**src/rtl/ds18b20_pkg.sv**
```systemverilog
// Shared types and constants for the DS18B20 temperature-to-BCD display path.
package ds18b20_pkg;

  typedef enum logic [1:0] {
    ST_IDLE  = 2'd0,
    ST_LOAD  = 2'd1,
    ST_SHIFT = 2'd2,
    ST_DONE  = 2'd3
  } ds_state_e;

  // Power-on value the sensor reports before its first real conversion (+85.0 degC)
  localparam logic [15:0] DS_POR_RAW = 16'h0550;
  // Largest positive raw reading accepted (+125.0 degC)
  localparam logic [15:0] DS_MAX_RAW = 16'h07D0;
  // Largest negative magnitude accepted (-55.0 degC)
  localparam logic [15:0] DS_MIN_MAG = 16'h0370;

  localparam int BIN_W      = 11;
  localparam int BCD_DIGITS = 4;

  // Double-dabble correction: a digit of 5 or more gets 3 added so the next shift carries.
  function automatic logic [3:0] nibble_adjust(input logic [3:0] n);
    return (n >= 4'd5) ? (n + 4'd3) : n;
  endfunction

endpackage

```
**src/rtl/ds18b20_temp_bcd_dabble.sv**
```systemverilog
// Iterative binary-to-BCD converter: one shift per clock, BIN_W clocks per conversion.
module bcd_dabble #(
  parameter int BIN_W      = 11,
  parameter int BCD_DIGITS = 4
) (
  input  logic                    clk,
  input  logic                    rst_n,
  input  logic                    start,
  input  logic [BIN_W-1:0]        bin,
  output logic [4*BCD_DIGITS-1:0] bcd,
  output logic                    busy,
  output logic                    done
);
  import ds18b20_pkg::nibble_adjust;

  localparam int CNT_W = (BIN_W > 1) ? $clog2(BIN_W) : 1;

  logic [4*BCD_DIGITS-1:0] bcd_q;
  logic [4*BCD_DIGITS-1:0] bcd_adj;
  logic [BIN_W-1:0]        bin_q;
  logic [CNT_W-1:0]        cnt_q;
  logic                    busy_q;

  // Apply the add-3 correction to every digit before the next shift
  always_comb begin
    bcd_adj = bcd_q;
    for (int i = 0; i < BCD_DIGITS; i++) begin
      bcd_adj[4*i +: 4] = nibble_adjust(bcd_q[4*i +: 4]);
    end
  end

  // Load on start, then shift the binary operand into the BCD register one bit per clock
  always_ff @(posedge clk or negedge rst_n) begin
    if (!rst_n) begin
      bcd_q  <= '0;
      bin_q  <= '0;
      cnt_q  <= '0;
      busy_q <= 1'b0;
    end else if (start) begin
      bcd_q  <= '0;
      bin_q  <= bin;
      cnt_q  <= '0;
      busy_q <= 1'b1;
    end else if (busy_q) begin
      bcd_q <= {bcd_adj[4*BCD_DIGITS-2:0], bin_q[BIN_W-1]};
      bin_q <= {bin_q[BIN_W-2:0], 1'b0};
      if (cnt_q == CNT_W'(BIN_W - 1)) begin
        cnt_q  <= '0;
        busy_q <= 1'b0;
      end else begin
        cnt_q <= cnt_q + CNT_W'(1);
      end
    end
  end

  assign bcd  = bcd_q;
  assign busy = busy_q;
  assign done = busy_q && (cnt_q == CNT_W'(BIN_W - 1));

endmodule

```
**src/rtl/ds18b20_temp_bcd.sv**
```systemverilog
// Raw DS18B20 reading to sign + 4 BCD digits with leading-zero blanking for the seg7 scanner.
module ds18b20_temp_bcd
  import ds18b20_pkg::*;
#(
  parameter int STABLE_CYC  = 4,
  parameter bit SUPPRESS_85 = 1'b1
) (
  input  logic        clk,
  input  logic        rst_n,
  input  logic [15:0] temperature,
  output logic [15:0] bcd,
  output logic [3:0]  blank,
  output logic        neg,
  output logic        err,
  output logic        bcd_vld,
  output logic        busy
);

  localparam int CNT_W = $clog2(STABLE_CYC + 1);

  ds_state_e state_q, state_d;

  logic [15:0]      prev_temp;
  logic [15:0]      snapshot;
  logic [CNT_W-1:0] stable_cnt;
  logic [CNT_W-1:0] run_len;
  logic             stable_ok;
  logic             accept;
  logic             por_skip;
  logic             seen_valid;

  logic [15:0]      mag;
  logic [6:0]       int_part;
  logic [3:0]       frac;
  logic [3:0]       tenths;
  logic [BIN_W-1:0] load_val;
  logic             range_err;
  logic             sgn_q;
  logic             err_q;

  logic [4*BCD_DIGITS-1:0] dab_bcd;
  logic                    dab_busy;
  logic                    dab_done;

  // Length of the current run of identical samples, including this clock, and accept decision
  always_comb begin
    run_len = CNT_W'(1);
    if (temperature == prev_temp) begin
      run_len = (stable_cnt == CNT_W'(STABLE_CYC)) ? stable_cnt : stable_cnt + CNT_W'(1);
    end
    stable_ok = (run_len == CNT_W'(STABLE_CYC));
    accept    = (state_q == ST_IDLE) && stable_ok && (temperature != snapshot);
    por_skip  = SUPPRESS_85 && !seen_valid && (temperature == DS_POR_RAW);
  end

  // Track the input continuously; capture a stable new value only while idle
  always_ff @(posedge clk or negedge rst_n) begin
    if (!rst_n) begin
      prev_temp  <= 16'h0000;
      stable_cnt <= '0;
      snapshot   <= 16'h0000;
    end else begin
      prev_temp  <= temperature;
      stable_cnt <= run_len;
      if (accept) begin
        snapshot <= temperature;
      end
    end
  end

  // Sign/magnitude split, tenths rounding-down and range check on the captured sample
  always_comb begin
    mag       = snapshot[15] ? (~snapshot + 16'd1) : snapshot;
    int_part  = mag[10:4];
    frac      = mag[3:0];
    tenths    = 4'(({4'b0000, frac} * 8'd10) >> 4);
    load_val  = BIN_W'(int_part) * BIN_W'(10) + BIN_W'(tenths);
    range_err = !((&snapshot[15:11]) || !(|snapshot[15:11]))
             || (!snapshot[15] && (snapshot > DS_MAX_RAW))
             || ( snapshot[15] && (mag > DS_MIN_MAG));
  end

  bcd_dabble #(
    .BIN_W      (BIN_W),
    .BCD_DIGITS (BCD_DIGITS)
  ) u_dabble (
    .clk   (clk),
    .rst_n (rst_n),
    .start (state_q == ST_LOAD),
    .bin   (load_val),
    .bcd   (dab_bcd),
    .busy  (dab_busy),
    .done  (dab_done)
  );

  // Conversion sequencer state register
  always_ff @(posedge clk or negedge rst_n) begin
    if (!rst_n) begin
      state_q <= ST_IDLE;
    end else begin
      state_q <= state_d;
    end
  end

  // Next-state: one LOAD clock, SHIFT until the converter finishes, one DONE clock
  always_comb begin
    state_d = state_q;
    case (state_q)
      ST_IDLE:  if (accept && !por_skip) state_d = ST_LOAD;
      ST_LOAD:  state_d = ST_SHIFT;
      ST_SHIFT: if (dab_done) state_d = ST_DONE;
      ST_DONE:  state_d = ST_IDLE;
      default:  state_d = ST_IDLE;
    endcase
  end

  // Latch sign/range at LOAD, publish the result (or flag the error) at DONE
  always_ff @(posedge clk or negedge rst_n) begin
    if (!rst_n) begin
      bcd        <= 16'h0000;
      blank      <= 4'b1100;
      neg        <= 1'b0;
      err        <= 1'b0;
      bcd_vld    <= 1'b0;
      seen_valid <= 1'b0;
      sgn_q      <= 1'b0;
      err_q      <= 1'b0;
    end else begin
      bcd_vld <= 1'b0;
      if (state_q == ST_LOAD) begin
        sgn_q <= snapshot[15];
        err_q <= range_err;
      end
      if (state_q == ST_DONE) begin
        bcd_vld <= 1'b1;
        if (err_q) begin
          err <= 1'b1;
        end else begin
          bcd        <= dab_bcd;
          neg        <= sgn_q && (dab_bcd != '0);
          blank      <= {dab_bcd[15:12] == 4'd0,
                         (dab_bcd[15:12] == 4'd0) && (dab_bcd[11:8] == 4'd0),
                         2'b00};
          err        <= 1'b0;
          seen_valid <= 1'b1;
        end
      end
    end
  end

  assign busy = (state_q != ST_IDLE) || dab_busy;

endmodule

```
**config.mk**
```make
export PLATFORM = sky130hd
export DESIGN_NAME = ds18b20_temp_bcd
export DESIGN_NICKNAME = d
export VERILOG_FILES = /design/src/rtl/ds18b20_pkg.sv /design/src/rtl/ds18b20_temp_bcd_dabble.sv /design/src/rtl/ds18b20_temp_bcd.sv
export SDC_FILE = /design/constraint.sdc
export NUM_CORES = 1
export LEC_CHECK = 0
export ABC_AREA = 0
export ABC_CLOCK_PERIOD_IN_PS = 8820
export BUFFER_PORTS_ARGS = -buffer_cell sky130_fd_sc_hd__buf_4
export CAP_MARGIN = 20
export CORE_UTILIZATION = 35
export CTS_BUF_LIST = sky130_fd_sc_hd__clkbuf_2
export DETAILED_ROUTE_END_ITERATION = 7
export MAX_ROUTING_LAYER = met4
export PLACE_DENSITY = 0.55
export SETUP_SLACK_MARGIN = 0.15
export SYNTH_ARGS = -nofsm -noshare
export SYNTH_HDL_FRONTEND = slang
export SYNTH_SLANG_ARGS = --single-unit
```
**constraint.sdc**
```tcl
create_clock -name clk -period 8.82 [get_ports clk]
set_clock_uncertainty 0.1 [all_clocks]
set_input_delay 1.764 -clock clk [delete_from_list [all_inputs] [get_ports clk]]
set_output_delay 1.764 -clock clk [all_outputs]
set_load 0.03 [all_outputs]
```
-- Word-level counts from Yosys, hierarchy flattened
Index checks and enable logic that the tools add are counted.
- bitwise logic cells: 2
- $lt $le $gt $ge: 6
- shift-type cells: 0
- add/sub/neg operators: 8
- multiplexer cells: 22
- equality and inequality tests: 11
- reductions and logical operators: 28
- divide/modulo/power cells: 0
- $mul: 2
- operators by type and width (cell ; count):
    16-bit 2-to-1 mux ; 3
    4-bit 2-to-1 mux ; 6
    11-bit 2-to-1 mux ; 2
    16-bit by 1-bit adder with 16-bit output (second input constant) ; 1
    16-bit by 11-bit equality test with 1-bit output (second input constant) ; 1
    16-bit equality test ; 1
    4-bit by 3-bit >= comparator with 1-bit output (second input constant) ; 4
    16-bit by 10-bit greater-than comparator with 1-bit output (second input constant) ; 1
    16-bit by 11-bit greater-than comparator with 1-bit output (second input constant) ; 1
    16-bit inequality test ; 1
    16-bit inverter ; 1
    16-bit nonzero test ; 1
    4-bit by 2-bit adder with 4-bit output (second input constant) ; 3
    11-bit by 4-bit adder with 11-bit output ; 1
    7-bit by 3-bit multiplier with 10-bit output (second input constant) ; 1
    1-bit logical AND ; 9
    3-bit 2-to-1 mux ; 3
    4-bit zero test ; 2
    2-bit one-hot mux with 4 select lines ; 1
    4-bit by 3-bit multiplier with 7-bit output (second input constant) ; 1
    3-bit equality test (second input constant) ; 2
    1-bit zero test ; 5
    1-bit 2-to-1 mux ; 5
    5-bit AND reduction ; 1
    15 further kinds ; 22
- flip-flop bits (word level): 93
- bits in writable memories: 0
- memories kept: 0
- logic and storage cells: 95
- input bits: 18
- bits in read-only memories: 0
- output and inout port bits: 24
- bits in latches: 0

-- Longest topological paths before layout
- depth after elaboration: 9
- mapped depth: 16
- mapped depth without buffers: 16

-- Modules after synthesis
From an unflattened synthesis, not the netlist that was laid out.
- cell total of the unflattened synthesis: 517
- area, all modules: 5445.2 µm²
- modules (own cells, without submodules) (module ; area each (µm²) ; sequential area each (µm²) ; cells each ; instances):
    ds18b20_temp_bcd ; 3648.5 ; 1529.0 ; 323 ; 1
    bcd_dabble ; 1796.7 ; 800.8 ; 194 ; 1

-- Worst setup path before layout
Ideal clock, no wire load.
- path kind: flip-flop to flip-flop
- start point: register snapshot[2]
- end point: register u_dabble.bin_q[9]
- data required time: 8.587 ns
- arrival: 3.433 ns
- setup slack: 5.154 ns
- period minus slack after synthesis: 3.666 ns
- buffers on the path: 1
- cell stages (with the launch flop): 17
- setup time: 0.133 ns
- cell sequence: dfrtp_1 -> buf_6 -> o31ai_1 -> xor2_1 -> inv_1 -> ha_1 -> ha_1 -> fa_1 -> xnor2_1 -> inv_1 -> fa_1 -> nor2b_1 -> o21ai_0 -> nor3_1 -> nand3_1 -> xnor2_1 -> mux2i_1
- word-level cells in the longest chain between the ends: 6
- elaborated cells between the ends (all ways): 7
- those cells by class: add/sub (2); mul (2); mux (2); bitwise (1)
- RTL lines (item ; RTL line ; text):
    start: declaration ; ds18b20_temp_bcd.sv:24 ; logic [15:0] snapshot;
    start signal: assignment ; ds18b20_temp_bcd.sv:66 ; snapshot <= temperature;
    16-bit inverter ; ds18b20_temp_bcd.sv:73 ; mag = snapshot[15] ? (~snapshot + 16'd1) : snapshot;
    16-bit by 1-bit adder with 16-bit output ; ds18b20_temp_bcd.sv:73 ;
    16-bit 2-to-1 mux * ; ds18b20_temp_bcd.sv:73 ;
    7-bit by 3-bit multiplier with 10-bit output or 4-bit by 3-bit multiplier with 7-bit output (tied branches) ; ds18b20_temp_bcd.sv:77, ds18b20_temp_bcd.sv:76 ;
    11-bit by 4-bit adder with 11-bit output * ; ds18b20_temp_bcd.sv:77 ; load_val = BIN_W'(int_part) * BIN_W'(10) + BIN_W'(tenths);
    11-bit 2-to-1 mux * ; ds18b20_temp_bcd_dabble.sv:39 ; end else if (start) begin
    end signal: assignment ; ds18b20_temp_bcd_dabble.sv:41 ; bin_q <= bin;
    end signal: assignment ; ds18b20_temp_bcd_dabble.sv:46 ; bin_q <= {bin_q[BIN_W-2:0], 1'b0};
    end: declaration ; ds18b20_temp_bcd_dabble.sv:20 ; logic [BIN_W-1:0] bin_q;
Every way passes the cells marked *; elsewhere a longest branch is shown, timed or not.
A chain may end at the register's enable or synchronous reset.

-- Final worst setup path
- start point: register snapshot[15]
- end point: register u_dabble.bin_q[9]
- word-level cells in the longest chain between the ends: 4
- elaborated cells between the ends (all ways): 5
- those cells by class: add/sub (1); mul (2); mux (2)
- RTL lines (item ; RTL line):
    16-bit 2-to-1 mux * ; ds18b20_temp_bcd.sv:73
    7-bit by 3-bit multiplier with 10-bit output or 4-bit by 3-bit multiplier with 7-bit output (tied branches) ; ds18b20_temp_bcd.sv:77, ds18b20_temp_bcd.sv:76
    11-bit by 4-bit adder with 11-bit output * ; ds18b20_temp_bcd.sv:77
    11-bit 2-to-1 mux * ; ds18b20_temp_bcd_dabble.sv:39
Marks and branches as above.

==> results.txt <==
Outcome -> finished, violations left
Violated checks -> DRC
Number of antenna diodes -> 0
Slowest cell on the critical path -> dfrtp_1
CP endpoint kind -> flop
Floorplan Core Area -> 0.0146 mm^2
Total of cells resized after clock tree synthesis -> 0
Final antenna-violating net count -> 0
Fraction of layout instances using a drive strength above 1 -> 15.3%
Critical path's top delay family -> adder cells
Leading cell types in the layout, fill and taps excluded -> 91 x dfrtp_1, 43 x nand2_1, 43 x buf_4
Primary flip-flop cell chosen by synthesis mapping -> dfrtp_1
Buffer and inverter count on the worst path -> 2
Die span in x -> 125 um
Final net count -> 605
Most common cell after layout, fill and taps aside -> dfrtp_1
Final worst path period need -> 3990 ps
Max Fclk -> 251 MHz
Count of cell types in the netlist -> 56
Worst R2R End -> u_dabble.bin_q[9]
Final Util -> 40.0%
CTS tree -> yes
Final period util -> 45.2%
Pin count of the biggest net entering global routing -> 71
Setup repair after global routing missed its margin -> no
Cell types with the largest area share after synthesis -> dfrtp_1 43%, ha_1 7.8%, xnor2_1 5.0%
Global Route Usage Sum -> 15.0%
Area growth, synth to finish -> 10.6%
Routed via count divided by cell count -> 4.95
CTS Hold Bufs -> 0
Port-buffer cells -> 39
Standby leakage power -> 2.75 nW
Crit-path cells -> o31ai_1 > xor2_1 > inv_1 > ha_1 > ha_1 > fa_1 > xnor2_1 > inv_1 > fa_1 > nor2b_1 > o21ai_0 > nor3_1 > nand3_1 > xnor2_1 > mux2i_1
Seq cells post-synth -> 93
Placer's final routability congestion estimate -> 0.824
Worst Path Required -> 9220 ps
Critical Path Fanout Max -> 12
I/O pin cnt -> 42
Logic depth of the worst register-to-register path -> 15
Total of endpoints with negative setup slack in the final report -> 0
Fraction of synthesized cell area taken by the top area cell type -> 43.0%
FF-to-FF Start -> snapshot[15]
Post-synth ARST share -> 100%
End point of the critical path -> u_dabble.bin_q[9]
Placement-stage worst setup slack -> 4720 ps
Placed standard-cell area -> 0.00574 mm^2
Placed wire-length estimate -> 7520 um
Number of max-cap violations -> 0
Power density relative to cell area -> 230 mW/mm^2
Sequential cell area fraction in the yosys report -> 44.0%
Relative slew slack -> 32.4%
Total number of H-tree levels -> 3
Number of synthesized flops with an enable pin -> 0
Hold violation count in the final report -> 0
Synthesized instance count -> 519
Total CTS buffers -> 9
Startpoint type of the worst setup path -> flop
IR Drop Worst-Case VDD -> 0.000130 V
Final routed DRC violation total -> 10
Clock slew at reported path FFs -> 270 ps
Site Rows -> 44
Initial Utilization -> 36.2%
Vias in the first global route -> 3,788
Mean instance size in the synthesized netlist -> 10.2 um^2
Area of the mapped netlist -> 0.00530 mm^2
Final Worst Setup Slack -> 4830 ps
Arrival time of the worst setup path -> 4390 ps
Number of vias in the routed layout -> 3,661
Final design area excluding fillers -> 0.00586 mm^2
Warnings from Yosys -> 0
Worst-Margin Slew -> 1010 ps
Count of fill cells added during filler insertion -> 1,437
Avg WL per Cell -> 13.9 um
Clock Root Buffer -> clkbuf_2
Final Slew Violations -> 0
Die height -> 125 um
Crit path launch -> snapshot[15]
Initial antenna violation count -> 0
Largest stage delay on the critical path -> 710 ps
Total iterations of the first detailed-routing run -> 6
First-pass GRT wire length -> 18,100 um
Register-to-Register Setup Slack -> 4830 ps
HP Class -> flop to flop
Clk Latency, worst-skew pair -> 600 ps
Die outline area -> 0.0156 mm^2
Worst Path Class, Setup -> flop to flop
Sink count of the clock tree -> 93
Total congestion overflow after global routing -> 0
Multi-input gate area -> 0.00274 mm^2
Design Power -> 1.35 mW
Post-CTS Setup Bufs -> 0
Setup TNS -> 0 ps
Register Area -> 0.00233 mm^2
Initial DRC count -> 203
Most area-hungry cell type in the Yosys netlist -> dfrtp_1
Clock tree buffer depth -> 2
Sum of routed wire length over all layers -> 10,300 um
WP depth -> 15
[flip-flops by register name (all words and copies together), names as in the netlist, 2 cells and up]
name and flops:
bcd 16, blank 2, prev_temp 16, snapshot 16
stable_cnt 3, state_q 2, u_dabble.bcd 16, u_dabble.bin_q 11
u_dabble.cnt_q 4
[metal layers]
| metal | GRT usage, % | wire length (um) |
|---|---|---|
| met1 | 17.5 | 4700 |
| met2 | 25.2 | 5070 |
| met3 | 3.85 | 377 |
| met4 | 4.88 | 152 |
| met5 | - | 0 |
[cell usage after synthesis (all sizes together), types with 3 or more instances]
master,count
nor2,33
nand4,8
nor3b,3
nor4,11
mux2,25
o21ai,40
ha,33
nor3,8
dfrtp,91
o31ai,4
clkbuf,15
mux2i,14
xor2,31
nand3,9
fa,3
nor2b,3
a21oi,29
a31oi,3
xnor2,31
buf,8
nand2b,11
inv,32
nand2,43
a211oi,4
[final cells by class]
class | count | area share (%)
multi-input combinational | 372 | 46.8
sequential | 93 | 39.8
tap | 184 | 3.93
clock buffer | 9 | 0.769
timing repair buffer | 43 | 5.51
inverter | 32 | 2.05
clock inverter | 7 | 1.24
[worst register-to-register path, cell delays in order, from the launching register on]
cell	delay, ps
dfrtp_1	710
o31ai_1	170
xor2_1	280
inv_1	100
ha_1	310
ha_1	230
fa_1	380
xnor2_1	220
inv_1	80
fa_1	440
nor2b_1	120
o21ai_0	130
nor3_1	270
nand3_1	130
xnor2_1	160
mux2i_1	90
[where the power goes]
| part | switching, mW | leakage, nW | internal [mW] | total (mW) |
|---|---|---|---|---|
| Sequential | 0.0754 | 1.17 | 0.531 | 0.607 |
| Clock | 0.149 | 0.0687 | 0.0662 | 0.215 |
| Combinational | 0.314 | 1.51 | 0.214 | 0.528 |
| Total | 0.538 | 2.75 | 0.811 | 1.35 |
[how the worst min path moves through the flow]
stage	endpoint	cells after the start	startpoint	slack (ps)
3_5_place_dp	bcd[9]	2	bcd[9]	370
5_1_grt	neg	2	neg	440
3_3_place_gp	bcd[0]	2	bcd[0]	370
2_1_floorplan	seen_valid	1	seen_valid	340
6_report	blank[3]	2	blank[3]	400
4_1_cts	blank[3]	2	blank[3]	410
[per-stage QoR]
stage | hold WS, ps | cells
6_report | 403 | 740
5_1_grt | 443 | 740
4_1_cts | 409 | 740
3_5_place_dp | 372 | 724
3_3_place_gp | 365 | 724
2_1_floorplan | 336 | 520
[logic make-up after synthesis]
group / Yosys count / synth area share [%]
simple gates: 144 / 14.1
flops: 93 / 44.0
compound gates: 89 / 9.92
xor+xnor: 62 / 10.7
buf+inv: 55 / 4.37
mux: 39 / 7.96
fa+ha+maj: 36 / 8.93
other cells: 1 / 0.0708
Note: power is estimated with default switching activity, not from simulation.
